`src/rtl/uart_frame_ctrl_pkg.sv`:
```
// Shared state encoding, error codes and default header for the UART frame controller.
package uart_frame_ctrl_pkg;

  typedef enum logic [2:0] {
    StIdle,
    StLen,
    StPayload,
    StHold,
    StCheck
  } state_e;

  localparam logic [1:0] ErrOverrun  = 2'b00;
  localparam logic [1:0] ErrBadLen   = 2'b01;
  localparam logic [1:0] ErrTimeout  = 2'b10;
  localparam logic [1:0] ErrChecksum = 2'b11;

  localparam logic [7:0] DefaultHeader = 8'hAA;

endpackage

```
`src/rtl/frame_timeout_ctr.sv`:
```
// Inter-byte timeout counter: clears on clr, advances while run, flags expiry at TIMEOUT_CYC-1.
module frame_timeout_ctr #(
  parameter int unsigned TIMEOUT_CYC = 50000,
  parameter int unsigned TO_W        = 16
) (
  input  logic clk,
  input  logic rst,
  input  logic clr,
  input  logic run,
  output logic expired
);

  localparam logic [TO_W-1:0] Limit = TO_W'(TIMEOUT_CYC - 1);

  logic [TO_W-1:0] cnt_q;

  // Saturates at the limit so a frozen count never wraps back below it.
  always_ff @(posedge clk or posedge rst) begin
    if (rst) begin
      cnt_q <= '0;
    end else if (clr) begin
      cnt_q <= '0;
    end else if (run && (cnt_q != Limit)) begin
      cnt_q <= cnt_q + 1'b1;
    end
  end

  assign expired = run && (cnt_q == Limit);

endmodule

```
`src/rtl/uart_frame_ctrl.sv`:
```
// Frame parser for the UART receiver: [HEADER][LEN][payload][CHK] with payload forwarded
// over a valid/ready stream and per-frame OK/error pulses.
module uart_frame_ctrl
  import uart_frame_ctrl_pkg::*;
#(
  parameter logic [7:0]  HEADER      = DefaultHeader,
  parameter int unsigned MAX_LEN     = 16,
  parameter int unsigned TIMEOUT_CYC = 50000,
  parameter int unsigned TO_W        = 16
) (
  input  logic       clk,
  input  logic       rst,
  input  logic [7:0] rx_data,
  input  logic       rx_done,
  output logic       rx_enable,
  output logic [7:0] pay_data,
  output logic       pay_valid,
  input  logic       pay_ready,
  output logic       pay_last,
  output logic       frame_ok,
  output logic       frame_err,
  output logic [1:0] err_code,
  output logic       busy
);

  localparam logic [7:0] MaxLenB = 8'(MAX_LEN);

  state_e     state_q, state_d;
  logic [7:0] len_q, len_d;
  logic [7:0] cnt_q, cnt_d;
  logic [7:0] chk_q, chk_d;
  logic [7:0] pay_data_q, pay_data_d;
  logic       pay_valid_q, pay_valid_d;
  logic       pay_last_q, pay_last_d;
  logic       frame_ok_q, frame_ok_d;
  logic       frame_err_q, frame_err_d;
  logic [1:0] err_code_q, err_code_d;
  logic       rx_enable_q, rx_enable_d;
  logic       busy_q, busy_d;

  logic to_clr, to_run, to_expired;

  assign to_run = (state_q == StLen) || (state_q == StPayload) || (state_q == StCheck);

  frame_timeout_ctr #(
    .TIMEOUT_CYC(TIMEOUT_CYC),
    .TO_W       (TO_W)
  ) u_timeout (
    .clk    (clk),
    .rst    (rst),
    .clr    (to_clr),
    .run    (to_run),
    .expired(to_expired)
  );

  always_comb begin
    state_d     = state_q;
    len_d       = len_q;
    cnt_d       = cnt_q;
    chk_d       = chk_q;
    pay_data_d  = pay_data_q;
    pay_valid_d = pay_valid_q;
    pay_last_d  = pay_last_q;
    frame_ok_d  = 1'b0;
    frame_err_d = 1'b0;
    err_code_d  = err_code_q;
    to_clr      = rx_done;

    unique case (state_q)
      StIdle: begin
        if (rx_done && (rx_data == HEADER)) begin
          state_d = StLen;
        end
      end
      StLen: begin
        if (rx_done) begin
          if ((rx_data == 8'd0) || (rx_data > MaxLenB)) begin
            frame_err_d = 1'b1;
            err_code_d  = ErrBadLen;
            state_d     = StIdle;
          end else begin
            len_d   = rx_data;
            chk_d   = rx_data;
            cnt_d   = 8'd0;
            state_d = StPayload;
          end
        end else if (to_expired) begin
          frame_err_d = 1'b1;
          err_code_d  = ErrTimeout;
          state_d     = StIdle;
        end
      end
      StPayload: begin
        if (rx_done) begin
          pay_data_d  = rx_data;
          pay_valid_d = 1'b1;
          pay_last_d  = (cnt_q == len_q - 8'd1);
          chk_d       = chk_q ^ rx_data;
          cnt_d       = cnt_q + 8'd1;
          state_d     = StHold;
        end else if (to_expired) begin
          frame_err_d = 1'b1;
          err_code_d  = ErrTimeout;
          state_d     = StIdle;
        end
      end
      StHold: begin
        // A byte arriving here was already in flight when the enable dropped.
        if (rx_done) begin
          pay_valid_d = 1'b0;
          pay_last_d  = 1'b0;
          frame_err_d = 1'b1;
          err_code_d  = ErrOverrun;
          state_d     = StIdle;
        end else if (pay_valid_q && pay_ready) begin
          pay_valid_d = 1'b0;
          pay_last_d  = 1'b0;
          to_clr      = 1'b1;
          state_d     = pay_last_q ? StCheck : StPayload;
        end
      end
      StCheck: begin
        if (rx_done) begin
          if (rx_data == chk_q) begin
            frame_ok_d = 1'b1;
          end else begin
            frame_err_d = 1'b1;
            err_code_d  = ErrChecksum;
          end
          state_d = StIdle;
        end else if (to_expired) begin
          frame_err_d = 1'b1;
          err_code_d  = ErrTimeout;
          state_d     = StIdle;
        end
      end
      default: state_d = StIdle;
    endcase

    rx_enable_d = (state_d != StHold);
    busy_d      = (state_d != StIdle);
  end

  always_ff @(posedge clk or posedge rst) begin
    if (rst) begin
      state_q     <= StIdle;
      len_q       <= 8'd0;
      cnt_q       <= 8'd0;
      chk_q       <= 8'd0;
      pay_data_q  <= 8'd0;
      pay_valid_q <= 1'b0;
      pay_last_q  <= 1'b0;
      frame_ok_q  <= 1'b0;
      frame_err_q <= 1'b0;
      err_code_q  <= 2'b00;
      rx_enable_q <= 1'b0;
      busy_q      <= 1'b0;
    end else begin
      state_q     <= state_d;
      len_q       <= len_d;
      cnt_q       <= cnt_d;
      chk_q       <= chk_d;
      pay_data_q  <= pay_data_d;
      pay_valid_q <= pay_valid_d;
      pay_last_q  <= pay_last_d;
      frame_ok_q  <= frame_ok_d;
      frame_err_q <= frame_err_d;
      err_code_q  <= err_code_d;
      rx_enable_q <= rx_enable_d;
      busy_q      <= busy_d;
    end
  end

  assign rx_enable = rx_enable_q;
  assign pay_data  = pay_data_q;
  assign pay_valid = pay_valid_q;
  assign pay_last  = pay_last_q;
  assign frame_ok  = frame_ok_q;
  assign frame_err = frame_err_q;
  assign err_code  = err_code_q;
  assign busy      = busy_q;

endmodule

```
`config.mk`:
```
export PLATFORM = sky130hd
export DESIGN_NAME = uart_frame_ctrl
export DESIGN_NICKNAME = d
export VERILOG_FILES = /design/src/rtl/uart_frame_ctrl_pkg.sv /design/src/rtl/frame_timeout_ctr.sv /design/src/rtl/uart_frame_ctrl.sv
export SDC_FILE = /design/constraint.sdc
export NUM_CORES = 1
export LEC_CHECK = 0
export ABC_CLOCK_PERIOD_IN_PS = 3550
export CAP_MARGIN = 25
export CORE_ASPECT_RATIO = 1.75
export CORE_MARGIN = 2
export CORE_UTILIZATION = 51
export CTS_CLUSTER_SIZE = 20
export DETAILED_ROUTE_END_ITERATION = 7
export GPL_TIMING_DRIVEN = 1
export MAX_ROUTING_LAYER = met4
export PLACE_DENSITY = 0.72
export SLEW_MARGIN = 20
export SYNTH_ARGS = -nofsm -noshare
export SYNTH_HDL_FRONTEND = slang
export SYNTH_SLANG_ARGS = --single-unit
```
`constraint.sdc`:
```
create_clock -name clk -period 3.55 [get_ports clk]
set_clock_uncertainty 0.05 [all_clocks]
set_input_delay 1.065 -clock clk [delete_from_list [all_inputs] [get_ports clk]]
set_output_delay 1.065 -clock clk [all_outputs]
set_load 0.01 [all_outputs]
```
# Yosys cells after proc, flatten, opt, wreduce, memory -nomap -nowiden

Index checks and enable logic that the tools add are counted.

Flip-flop bits (word level): 59
Input port bits: 12
Output and inout port bits: 16
Logic and storage cells: 104

Add/sub/neg operators: 3
Order comparisons: 1
Eq/ne operators: 18
Muxes and demuxes: 48
Bitwise operators: 2
Reduce and logical (&&, ||, !) cells: 19

Operator list:

| kind                    | number |
|---|---|
| $mux W8                 | 6 |
| $mux W16                | 2 |
| $pmux W8 S2             | 2 |
| $mux W3                 | 8 |
| $mux W1                 | 17 |
| $add A16 B1 Y16 const B | 1 |
| $eq A16 B16 Y1 const B  | 1 |
| $eq A8 B8 Y1            | 2 |
| $mux W2                 | 8 |
| $ne A16 B16 Y1 const B  | 1 |
| $pmux W3 S5             | 1 |
| $ne A2 B2 Y1 const B    | 5 |
| $add A8 B1 Y8 const B   | 1 |
| $eq A8 B8 Y1 const B    | 1 |
| $gt A8 B5 Y1 const B    | 1 |
| $logic_not A8 Y1        | 1 |
| $pmux W2 S4             | 1 |
| $sub A8 B1 Y8 const B   | 1 |
| $xor A8 B8 Y8           | 1 |
| $eq A3 B2 Y1 const B    | 2 |
| $ne A3 B2 Y1 const B    | 2 |
| $ne A3 B3 Y1 const B    | 2 |
| $reduce_and A3 Y1       | 2 |
| $reduce_bool A2 Y1      | 3 |
| 13 further kinds        | 19 |

# Depth between registers and ports, before layout

Gate-level depths: netlist (run 1).

Depth after elaboration: 8
Depth in mapped cells: 8
Depth with buffers taken out: 6

# By module

A second synthesis (run 1) with hierarchy kept.

Cells, all modules: 345
Area, all modules: 3256.9 µm²

By module, submodules not included:

| module            | instances | cells each | area an instance (µm²) | sequential area each (µm²) |
|---|---|---|---|---|
| uart_frame_ctrl   | 1         | 255        | 2359.8                 | 1076.0 |
| frame_timeout_ctr | 1         | 90         | 897.1                  | 400.4 |

# Worst setup path after synthesis (run 1)

OpenSTA, ideal clock, no wires.

Path kind: input -> register
Start point: input port rx_data[2]
End point: register err_code_q[0] (netlist: err_code[0])
Library setup time: 0.124 ns
Arrival time: 2.670 ns
Required time: 3.376 ns
Slack: 0.706 ns
Stages: 7
Path buffers: 2
Cells stage by stage: clkbuf_1 -> nor4_1 -> xnor2_1 -> and2_1 -> clkbuf_1 -> or3_1 -> a211o_1

Cells in the longest elaborated chain, start to end: 4
Elaborated cells between the ends (all ways): 7
Classes of those cells: order compare (1); eq/ne (3); reduce/logical (3)

RTL lines:

| item                                             | line                   | text |
|---|---|---|
| start, declared                                  | uart_frame_ctrl.sv:13  | `input logic [7:0] rx_data,` |
| $gt A8 B5 Y1 or $logic_not A8 Y1 (tied branches) | uart_frame_ctrl.sv:77  | `if ((rx_data == 8'd0) \|\| (rx_data > MaxLenB)) begin` |
| $logic_or A1 B1 Y1                               | uart_frame_ctrl.sv:77  |  |
| $ne A3 B2 Y1 (no source line)                    | -                      |  |
| $reduce_and A5 Y1 (no source line) *             | -                      |  |
| end signal, assigned                             | uart_frame_ctrl.sv:168 | `err_code_q <= err_code_d;` |
| end, declared                                    | uart_frame_ctrl.sv:37  | `logic [1:0] err_code_q, err_code_d;` |

Mark *: on every way between the ends. The rest lies on a longest branch, timed or not.
A chain may end at the register's enable or synchronous reset.

# Worst setup path after layout (run 1)

Start point: input port rx_data[2]
End point: register cnt_q[5]

Cells in the longest elaborated chain, start to end: 4
Elaborated cells between the ends (all ways): 5
Classes of those cells: order compare (1); eq/ne (1); reduce/logical (3)

RTL lines:

| item                                             | line                   | text |
|---|---|---|
| $gt A8 B5 Y1 or $logic_not A8 Y1 (tied branches) | uart_frame_ctrl.sv:77  |  |
| $logic_or A1 B1 Y1 *                             | uart_frame_ctrl.sv:77  |  |
| $ne A2 B2 Y1 (no source line) *                  | -                      |  |
| $reduce_and A4 Y1 (no source line) *             | -                      |  |
| end signal, assigned                             | uart_frame_ctrl.sv:161 | `cnt_q <= cnt_d;` |
| end, declared                                    | uart_frame_ctrl.sv:30  | `logic [7:0] cnt_q, cnt_d;` |

Marks and branches as above.

==> run summary, run 1 <==
The run gives 0 as the total count of hold-check failures in the final report. Buffers added to address setup during post-CTS repair amount to 0. The number of vias in the routed layout was 2574.

The run gives 59 as the number of sinks handled by clock tree synthesis. The number of flops mapped to enable cells by yosys came out at 0. In this run the core area contains 37 standard-cell rows.

Clock-pin slew was measured on the worst setup and hold paths at 0.06 ns. In this run the cell area of the synthesized design comes to 0.003107 mm². The non-filler instance count after layout was 453; the synthesis warning total was 0. The tools report the critical path endpoint category as a flip-flop.

The total routed wirelength is 7158 µm, and the cell count after placement is 437. The final critical path takes up 82.30% of the cycle. By area the synthesized netlist is led by sky130_fd_sc_hd__dfrtp_1 (48%), sky130_fd_sc_hd__xnor2_1 (8.2%), sky130_fd_sc_hd__nand2_1 (6.4%), sky130_fd_sc_hd__nor2_1 (3.7%), sky130_fd_sc_hd__a21oi_1 (2.7%). In the synthesized netlist the dominant register cell turns out to be sky130_fd_sc_hd__dfrtp_1. The effective utilization at floorplan was 52.84%; the buffer levels on the longest clock path was 2. The tool flagged a number of max-cap violations equal to 0. For the clock latency of the later-clocked register in the worst-skew pair, the log shows 0.35 ns. In the routed design, unresolved DRC markers number 0.

Counting distinct cell types in the post-synthesis netlist gives 46. STA classifies the critical path startpoint as an input port. Final setup violation count: 0. Longest individual stage delay on the worst path: 0.55 ns.

Setup repair after global routing left no endpoint under its margin. For the wire length of the first global-routing pass, the log shows 12100 µm. Counting stages on the worst path, the most repeated cell is sky130_fd_sc_hd__a21oi_1. The most common cell after layout, fill and taps aside is sky130_fd_sc_hd__dfrtp_1. In the final routed layout, each cell accounts on average for 15.80 µm. The run gives 1.541 nW as the leakage power.

The count of buffers added on input and output ports is 27. Final hold analysis gives a worst-case slack of 0.4292 ns. Leaving out fill and tap cells, the most frequent cells in the layout are sky130_fd_sc_hd__dfrtp_1 (59), sky130_fd_sc_hd__nand2_1 (53), sky130_fd_sc_hd__nor2_1 (31). Summing all placed instances gives a cell area of 0.003511 mm². The number of clock buffers inserted by TritonCTS was 9; the via count of the first global-routing pass was 2548. The run gives 3 as the maximum level of the CTS H-tree. The synthesized netlist cell count is 338. Data on the critical path arrives at its endpoint at 3.15 ns. The number of nets handed over by synthesis was 353.

Global routing used 23.98% of the available tracks across all layers. Static timing analysis puts the maximum clock frequency at 0.3423 GHz. The worst hold path belongs to the class flip-flop to flip-flop. The critical path is of the input port to flip-flop type. Cell type of the slowest stage on the worst timing path: sky130_fd_sc_hd__or4_1.

The floorplan step defined a die boundary enclosing 0.006757 mm². After layout, the minimum clock period comes to 2.922 ns. For the number of iterations in the first detailed-routing pass, the log shows 4. The pin count of the biggest net entering global routing was 34. Traced cell by cell, the critical path runs through clkdlybuf4s50_1 -> nor4_1 -> xnor2_1 -> a21oi_1 -> or4_1 -> a21oi_1.

The transition time at the pin with the least slew margin came out at 0.6631 ns. The run gives 0.0002653 V as the peak ir drop on the vdd network. TritonCTS built the clock tree. The area of the placeable core was 0.005879 mm². The run gives 55.79% as the max-slew headroom at the worst pin. The run finished with clean final reports. The first-iteration detailed-routing DRC count is 87, and the antenna cell count is 0. Number of nets at the end of the flow: 385.

The logs give 0 for the count of nets left with antenna violations after detail routing and 0 for the total grt overflow. After synthesis, flip-flops and latches occupy 47.52% of the total area. In the final layout, the share of cells above drive strength 1 is 7.467%.

The post-detailed-route via-to-cell ratio is 5.682. The worst-path maximum fanout was 8; the HPWL after detailed placement was 5219 µm. The area growth from synthesis to layout is 18.08%. In this run the vertical extent of the chip is 107.3 µm. The power density relative to cell area is 354.6 mW/mm², and the mean instance size in the synthesized netlist is 9.192 µm².

The width of the die came out at 63 µm. STA puts the critical path data required time at 3.78 ns. The number of antenna violations at the first check in global routing was 0. The count of boundary I/O pins is 28, and the max-slew violation count is 0. Proportion of synthesized flip-flops having asynchronous set or reset: 100.0%. After routing, the total negative slack on setup checks comes to 0 ns. The placer congestion estimate was 0.8929. The number of hold buffers added after CTS was 0. The cell sitting at the root of the clock tree is a sky130_fd_sc_hd__clkbuf_8.

The cell type with the highest aggregate area in the netlist is sky130_fd_sc_hd__dfrtp_1. With fillers left out, the area of the finished cells amounts to 0.003669 mm². The post-cts repair resize count came out at 0. Of the post-synthesis cell area, the dominant cell type holds 47.52%. The register bit count reported by yosys works out to 59.
power breakdown:
part            total, W  internal [W]  switching (W)
sequential      0.000697      0.000685      0.0000116
combinational  0.0000979     0.0000457      0.0000522
clock           0.000506      0.000250       0.000256
through the flow:
step / setup slack (ns) / total power, W / util [%]
6_report: 0.6285 / 0.001301 / 62.40
5_1_grt: 0.5333 / 0.001354 / 62.40
4_1_cts: 0.6264 / 0.001312 / 62.33
3_5_place_dp: 0.2583 / 0.0008082 / 59.71
3_3_place_gp: 0.2743 / 0.0008051 / 59.71
2_1_floorplan: 0.7056 / 0.0007575 / -
final cells by class:
| cell class | count | area (µm²) |
|---|---|---|
| repair buffers | 38 | 365.4 |
| flip-flops and latches | 59 | 1476 |
| inverters | 6 | 22.52 |
| fillers | 539 | 2211 |
| clock inverters | 3 | 15.01 |
| clock buffers | 13 | 138.9 |
| well taps | 78 | 97.59 |
| multi-input cells | 256 | 1553 |
synthesized netlist by cell type (2+ instances only):
| cell | instances |
|---|---|
| sky130_fd_sc_hd__nor3_1 | 6 |
| sky130_fd_sc_hd__nor2b_1 | 2 |
| sky130_fd_sc_hd__nand2_1 | 53 |
| sky130_fd_sc_hd__or3_1 | 3 |
| sky130_fd_sc_hd__a2bb2oi_1 | 2 |
| sky130_fd_sc_hd__o21ai_1 | 3 |
| sky130_fd_sc_hd__and3_1 | 3 |
| sky130_fd_sc_hd__clkbuf_1 | 17 |
| sky130_fd_sc_hd__nand3b_1 | 4 |
| sky130_fd_sc_hd__nand3_1 | 13 |
| sky130_fd_sc_hd__nand2b_1 | 3 |
| sky130_fd_sc_hd__ha_1 | 3 |
| sky130_fd_sc_hd__dfrtp_1 | 59 |
| sky130_fd_sc_hd__a31oi_1 | 3 |
| sky130_fd_sc_hd__nor4_1 | 10 |
| sky130_fd_sc_hd__nand4_1 | 8 |
| sky130_fd_sc_hd__a211o_1 | 3 |
| sky130_fd_sc_hd__nor2_1 | 31 |
| sky130_fd_sc_hd__xnor2_1 | 29 |
| sky130_fd_sc_hd__and2_1 | 7 |
| sky130_fd_sc_hd__o21ai_0 | 14 |
| sky130_fd_sc_hd__a311oi_1 | 2 |
| sky130_fd_sc_hd__xor2_1 | 8 |
| sky130_fd_sc_hd__o31ai_1 | 2 |
| sky130_fd_sc_hd__or4_1 | 2 |
| sky130_fd_sc_hd__nor4b_1 | 7 |
| sky130_fd_sc_hd__inv_1 | 6 |
| sky130_fd_sc_hd__a21oi_1 | 17 |
logic make-up (layout without fill, tap and decap cells):
group,Yosys count,count (layout),synth area share (%)
xor+xnor,37,37,10.43
fa+ha+maj,3,3,1.208
compound gates,56,56,11.32
buf+inv,23,60,2.779
simple gates,160,160,26.74
flops,59,59,47.52
worst max-delay path: cells and delay by family:
family	cells	cell delay, ns
AND/OR/NAND/NOR	2	1.01
AO/OA/AOI/OAI	2	0.39
buffers and inverters	1	0.42
XOR/XNOR	1	0.26
sequential cells by signal, indices dropped and copies added, names as in the netlist:
signal	flops
busy	1
len_q	8
pay_valid	1
state_q	3
pay_last	1
u_timeout.cnt_q	16
err_code	2
pay_data	8
frame_ok	1
cnt_q	8
chk_q	8
frame_err	1
rx_enable	1
worst paths after layout:
path / from / end / slack, ns / cells after the start
max: rx_data[2] / cnt_q[5] / 0.63 / 6
min: pay_data[3] / pay_data[3] / 0.43 / 2
max reg2reg: u_timeout.cnt_q[5] / busy / 1.18 / 5
min reg2reg: pay_data[3] / pay_data[3] / 0.43 / 2
max in group asynchronous: rst / cnt_q[4] / 1.81 / 3
min in group asynchronous: rst / pay_data[6] / 1.05 / 2
metal layers:
| layer | share of wire (%) | wire, µm | track usage (%) |
|---|---|---|---|
| met1 | 41 | 2932 | 27.10 |
| met4 | 2.6 | 189 | 11.59 |
| met2 | 53 | 3807 | 39.74 |
| met3 | 3.2 | 230 | 5.753 |
| met5 | 0 | 0 | - |
Power figures use the tool's default switching activity.
==> run 2, diff against run 1 <==
ABC_CLOCK_PERIOD_IN_PS = 2400   (was 3550)
PLACE_DENSITY = 0.75   (was 0.72)
clock period = 2.4 ns   (was 3.55 ns; I/O delays follow)
==> run 2 against run 1 <==
Die area unchanged. Critical path depth unchanged. Hold slack worse by 0.0043 ns. Setup slack worse by 0.58 ns. First-iteration DRC count up 120%. Power up 60%. Via count up 8.2%. Register-to-register slack worse by 1.1 ns. Sequential cell count unchanged. Design area up 11%. Critical endpoint is now busy. Largest cell class unchanged. Highest routed layer unchanged.
==> run summary, run 2 (same netlist as run 1, synthesis figures left out) <==
Clock slew seen by the registers of the worst setup and hold paths: 0.07 ns (about the same). The number of antenna violations at the first check in global routing is 0 (unchanged). The count of port buffers added during placement came out at 27 (unchanged).

The height of the die is 107.3 µm (unchanged). The final setup violation count is 0 (unchanged). For the count of nets left with antenna violations after detail routing, the log shows 0 (unchanged). The most common cell after layout, fill and taps aside is sky130_fd_sc_hd__dfrtp_1. The library cells used most frequently in the layout, excluding fill and tap cells, are sky130_fd_sc_hd__dfrtp_1 (59), sky130_fd_sc_hd__nand2_1 (53), sky130_fd_sc_hd__buf_4 (46).

The logs give 5761 µm (+10%) for the HPWL after detailed placement and 13150 µm (+8.7%) for the wire length of the first global-routing pass. The tools report the antenna cell count as 0 (unchanged). The first-iteration detailed-routing DRC count is 192 (+120%), and the longest individual stage delay on the worst path is 0.55 ns (about the same).

The run gives 59 (unchanged) as the number of sinks handled by clock tree synthesis. The placer congestion estimate came out at 0.8741 (-2.1%). The type of the worst min-delay path was flip-flop to flip-flop.

The cell type of the slowest stage on the worst timing path is sky130_fd_sc_hd__or4_4. The post-route minimum period is 2.350 ns, and the count of standard-cell rows is 37 (unchanged). The total count of hold-check failures in the final report is 0 (unchanged), and the cell area after placement is 0.003801 mm² (+8.3%). The logs give 0.34 ns (about the same) for the clock latency of the later-clocked register in the worst-skew pair and 2880 (+13%) for the via count of the first global-routing pass. TritonCTS built the clock tree.

The logs give 0 (unchanged) for the max-capacitance violation count and 0 (unchanged) for the total grt overflow. The run finished with clean final reports. The depth of the worst register-to-register path is 6 (+1), and the number of vias in the routed layout is 2784 (+8.2%).

After layout, the worst path uses 97.90% of the clock period. Width of the die: 63 µm (unchanged). The post-detailed-route via-to-cell ratio was 5.670 (-0.21%); the transition time at the pin with the least slew margin was 0.5301 ns (-0.1331 ns). The flip-flop count of the largest register after layout works out to 16 (unchanged). For the die area, the log shows 0.006757 mm² (unchanged). The area of all placed cells without fillers is 0.004081 mm² (+11%). STA classifies the critical path startpoint as a flip-flop. The number of nets at the end of the flow is 423 (+9.9%). For the max-slew headroom at the worst pin, the log shows 64.43% (+8.6 points).

The tools report the required time of the critical path as 2.56 ns (-1.22 ns). The cell sitting at the root of the clock tree is a sky130_fd_sc_hd__clkbuf_8. In this run the critical register-to-register path is captured at busy. The run gives 69.42% (+7.0 points) as the end-of-flow core utilization. Power density relative to cell area: 511.5 mW/mm² (+44%). The number of fill cells is 474 (-12%). The per-cell routed wire length is 16.09 µm (+1.8%).

The tools report the worst setup path endpoint as busy. The run gives 7899 µm (+10%) as the total routed wirelength. For the reg-to-reg setup timing slack, the log shows 0.05 ns (-1.13 ns). The overall power of the completed layout was 0.002088 W (+60%). Arrival time at the worst endpoint: 2.51 ns (-0.64 ns). Pin count of the biggest net entering global routing: 60 (+76%).

Proportion of layout cells with a drive suffix above 1: 18.40% (+11 points). Setup repair after global routing could not meet its margin everywhere. Effective utilization at floorplan: 52.84% (unchanged). The startpoint of the worst setup timing path is u_timeout.cnt_q[11]. The tools report the buffer levels on the longest clock path as 2 (unchanged). The max-slew violation count came out at 0 (unchanged). The run gives 1.798 nW (+17%) as the leakage power. The startpoint identified for the worst register-to-register timing path is u_timeout.cnt_q[11].

The critical path in this run is classified as flip-flop to flip-flop. Traced cell by cell, the critical path runs through or4_4 -> nor4_4 -> buf_4 -> a41oi_2 -> o21ai_2 -> or4b_1. The tools report the critical path endpoint category as a flip-flop. Number of iterations in the first detailed-routing pass: 4 (unchanged).

The overall fraction of global-route tracks in use was 26.21% (+2.2 points). The residual DRC count came out at 0 (unchanged). The area growth from synthesis to layout is 31.37%.

Timing would allow up to 0.4256 GHz. The count of boundary I/O pins was 28 (unchanged). u_timeout.cnt_q holds more flip-flops than any other register.

The area of the placeable core came out at 0.005879 mm² (unchanged). Worst-path maximum fanout: 5 (-3). The number of clock buffers inserted by TritonCTS is 9 (unchanged), and the maximum level of the CTS H-tree is 3 (unchanged).

The run gives 0.0007404 V (+180%) as the peak ir drop on the vdd network. The tools report the quantity of hold-fixing buffers added after cts as 0 (unchanged).
## run 2: through the flow
stage               std cells  setup slack (ns)    TNS, ns  hold slack [ns]
floorplan                 338          0.004494          0           0.4249
global placement          471           -0.4048     -7.918           0.4084
detailed placement        471           -0.4304     -8.540           0.4146
CTS                       487         -0.004796  -0.004796           0.4315
global route              491          -0.02730   -0.07566           0.4450
finish                    491           0.05034          0           0.4250
## run 2: routing by layer
layer / vias to the layer above / share of wire [%] / global-route usage [%]
met5: - / 0 / -
met4: 0 / 3.9 / 18.57
met3: 26 / 2.6 / 2.301
met2: 50 / 58 / 48.25
met1: 1375 / 36 / 25.29
li1: 1333 / - / -
## run 2: repair_timing
item,CTS,global route
endpoints found under the setup margin,6,7
buffers inserted,0,4
pin swaps,1,5
gates resized for setup,3,10
## run 2: worst max-delay path: cells and delay by family, from the launching register on
family,cells,cell delay (ns)
buffers and inverters,1,0.18
DFF,1,0.40
and+or+nand+nor,3,1.27
AOI/OAI and AO/OA,2,0.32
## run 2: worst min-delay path by stage
stage | startpoint | endpoint | slack [ns] | cells after the start
finish | pay_data[4] | pay_data[4] | 0.42 | 2
global route | pay_data[3] | pay_data[3] | 0.44 | 2
CTS | pay_data[2] | pay_data[2] | 0.43 | 2
detailed placement | pay_data[2] | pay_data[2] | 0.41 | 2
global placement | pay_data[7] | pay_data[7] | 0.41 | 2
floorplan | len_q[7] | len_q[7] | 0.42 | 1
## run 2: cell type report
cell class / count / area [µm²] / area share (%)
Clock inverter: 5 / 52.55 / 1.288
Tap cell: 78 / 97.59 / 2.391
Inverter: 6 / 22.52 / 0.5518
Timing Repair Buffer: 76 / 676.9 / 16.58
Multi-Input combinational cell: 256 / 1614 / 39.55
Sequential cell: 59 / 1476 / 36.17
Clock buffer: 11 / 141.4 / 3.464
## run 2: power by group
part / switching (W) / internal (W) / total [W]
logic: 0.0000859 / 0.0000869 / 0.000173
registers: 0.0000185 / 0.00101 / 0.00103
clock network: 0.000381 / 0.000502 / 0.000883
==> run 3, diff against run 2 <==
CAP_MARGIN = 40   (was 25)
TNS_END_PERCENT = 10   (was not set)
==> run 3 against run 2 <==
Wire length up 0.10%. Global-route usage unchanged. Final cell count down 0.61%. Die area unchanged. Sequential power about the same. Non-clock buffer count down 3. Critical path type is now input port to flip-flop.
==> run summary, run 3 (same netlist as run 1, synthesis figures left out) <==
STA classifies the critical path endpoint as a flip-flop. The total grt overflow was 0 (unchanged). The number of sinks handled by clock tree synthesis was 59 (unchanged). The worst slack at placement is -0.4304 ns (unchanged), and the max-capacitance violation count is 0 (unchanged). The leakage power is 1.782 nW (-0.88%).

The clock latency of the later-clocked register in the worst-skew pair is 0.35 ns (about the same), and the longest individual stage delay on the worst path is 0.50 ns (-0.05 ns). For the required time of the critical path, the log shows 2.57 ns (about the same). TritonCTS built the clock tree.

Worst hold slack: 0.4247 ns (-0.0002530 ns). The tools report the first-iteration detailed-routing DRC count as 182 (-5.2%). The run gives 3 (unchanged) as the maximum level of the CTS H-tree.

Traced cell by cell, the critical path runs through clkdlybuf4s50_1 -> buf_4 -> inv_1 -> nor2_1 -> o21ai_0 -> nand3_1 -> or4b_1. u_timeout.cnt_q holds more flip-flops than any other register. The transition time at the pin with the least slew margin was 0.5006 ns (-0.02947 ns); the buffer levels on the longest clock path was 2 (unchanged). The power density relative to cell area is 518.0 mW/mm² (+1.3%).

The flow ran to the end, and the final reports show no timing, DRC or antenna violations. Leaving out fill and tap cells, the most frequent cells in the layout are sky130_fd_sc_hd__dfrtp_1 (59), sky130_fd_sc_hd__nand2_1 (53), sky130_fd_sc_hd__buf_4 (43). The number of nets at the end of the flow is 420 (-0.71%), and the quantity of hold-fixing buffers added after cts is 0 (unchanged).

The width of the die was 63 µm (unchanged). The tools report the launching point of the worst reg2reg path as u_timeout.cnt_q[0]. Per-cell routed wire length: 16.20 µm (+0.72%). The critical path starts at rx_done.

The tools report the effective utilization at floorplan as 52.84% (unchanged). The tools report the count of boundary I/O pins as 28 (unchanged). The logs give 9 (unchanged) for the number of clock buffers inserted by TritonCTS and 2771 (-0.47%) for the number of vias in the routed layout.

The root buffer cell was sky130_fd_sc_hd__clkbuf_8. The via count of the first global-routing pass was 2880 (unchanged); the clock slew seen by the registers of the worst setup and hold paths was 0.06 ns (about the same). The height of the die is 107.3 µm (unchanged).

The count of port buffers added during placement was 27 (unchanged). Count of standard-cell rows: 37 (unchanged). The final cycle utilization of the critical path is 97.82% (about the same), and the HPWL after detailed placement is 5761 µm (unchanged).

The wire length of the first global-routing pass came out at 13150 µm (unchanged). The proportion of layout cells with a drive suffix above 1 works out to 17.07% (-1.3 points). The most common cell after layout, fill and taps aside was sky130_fd_sc_hd__dfrtp_1. The max-slew violation count came out at 0 (unchanged). The total count of hold-check failures in the final report came out at 0 (unchanged).

The kind of cell with the highest combined delay along the critical path is simple AND/OR/NAND/NOR gates. The peak clock frequency supported by timing came out at 0.4259 GHz (about the same). The worst-path maximum fanout came out at 7 (+2). Area of the placeable core: 0.005879 mm² (unchanged). The worst setup path is launched from an input port.

The number of antenna violations at the first check in global routing is 0 (unchanged), and the setup slack after layout is 0.05223 ns (+0.001889 ns). Relative to the synthesized area, the layout overhead comes to 30.08%. For the die area, the log shows 0.006757 mm² (unchanged).

The tools report the count of nets left with antenna violations after detail routing as 0 (unchanged). The worst hold path begins at pay_data[4]. For the max-slew headroom at the worst pin, the log shows 66.32% (+1.9 points). The final setup violation count is 0 (unchanged). The cell type of the slowest stage on the worst timing path is sky130_fd_sc_hd__or4b_1. The number of iterations in the first detailed-routing pass was 4 (unchanged); the post-detailed-route via-to-cell ratio was 5.678 (+0.14%). Placer congestion estimate: 0.8741 (unchanged).

The combined buffer and inverter count along the critical path is 3 (+2). In this run the worst hold path is classified as flip-flop to flip-flop. The tools report the peak ir drop on the vdd network as 0.0007408 V (about the same). The flip-flop count of the largest register after layout is 16 (unchanged), and the antenna cell count is 0 (unchanged). The type of the worst setup path was input port to flip-flop. Arrival time at the worst endpoint: 2.51 ns (about the same). The post-route minimum period is 2.348 ns (-0.001888 ns). Overall fraction of global-route tracks in use: 26.21% (unchanged).

The residual DRC count came out at 0 (unchanged). The tools report the pin count of the biggest net entering global routing as 60 (unchanged). Total routed wirelength: 7907 µm (+0.10%). Setup repair after global routing could not meet its margin everywhere.
-- run 3: changes by cell type in the layout (fill, tap and decap cells not counted) --
cell / before / now
sky130_fd_sc_hd__nor4_1: 7 / 8
sky130_fd_sc_hd__a41oi_2: 1 / 0
sky130_fd_sc_hd__o21ai_2: 1 / 0
sky130_fd_sc_hd__a41oi_1: 0 / 1
sky130_fd_sc_hd__buf_4: 46 / 43
sky130_fd_sc_hd__o21ai_0: 13 / 14
sky130_fd_sc_hd__nor4_2: 1 / 0
-- run 3: worst paths after layout --
kind / to / slack [ns] / cells past startpoint
min reg2reg: pay_data[4] / 0.42 / 2
min: pay_data[4] / 0.42 / 2
min in group asynchronous: u_timeout.cnt_q[4] / 0.69 / 3
max: busy / 0.05 / 7
max in group asynchronous: cnt_q[1] / 1.33 / 3
max reg2reg: busy / 0.08 / 6
-- run 3: worst reg2reg max path, delay by kind of cell, from the launching register on --
family	cells	cell delay, ns
AOI/OAI and AO/OA	2	0.39
adders and majority gates	1	0.25
DFF	1	0.40
and+or+nand+nor	3	1.11
-- run 3: what timing repair did --
action                     in CTS  in global routing
setup endpoints to repair       6                  7
resized for setup               3                  6
cloned                          0                  0
setup buffers                   0                  1
pin swaps                       1                  2
-- run 3: routing by layer --
| metal | wire [µm] | GRT usage (%) | up-vias |
|---|---|---|---|
| li1 | - | - | 1326 |
| met1 | 2852 | 25.29 | 1363 |
| met2 | 4559 | 48.25 | 57 |
| met3 | 212 | 2.301 | 25 |
| met4 | 283 | 18.57 | 0 |
| met5 | 0 | - | - |
-- run 3: cell type report --
| class | instances | area [µm²] |
|---|---|---|
| fill | 474 | 1838 |
| timing repair buffer | 73 | 654.4 |
| tap | 78 | 97.59 |
| multi-input combinational | 256 | 1597 |
| inverter | 6 | 22.52 |
| sequential | 59 | 1476 |
| clock inverter | 5 | 52.55 |
| clock buffer | 11 | 141.4 |
-- run 3: metrics by stage --
| step | area, µm² | util [%] | cells | setup TNS [ns] | power (W) |
|---|---|---|---|---|---|
| 3_5_place_dp | 3801 | 64.65 | 471 | -8.540 | 0.001220 |
| 2_1_floorplan | 3142 | - | 338 | 0 | 0.001126 |
| 6_report | 4041 | 68.74 | 488 | 0 | 0.002093 |
| 4_1_cts | 4013 | 68.25 | 487 | -0.004796 | 0.002109 |
| 3_3_place_gp | 3801 | 64.65 | 471 | -7.918 | 0.001216 |
| 5_1_grt | 4041 | 68.74 | 488 | -0.08225 | 0.002159 |
-- run 3: power breakdown --
| group | switching [W] | internal, W | total [W] |
|---|---|---|---|
| clock network | 0.000388 | 0.000502 | 0.000889 |
| logic | 0.0000857 | 0.0000866 | 0.000172 |
| registers | 0.0000186 | 0.00101 | 0.00103 |
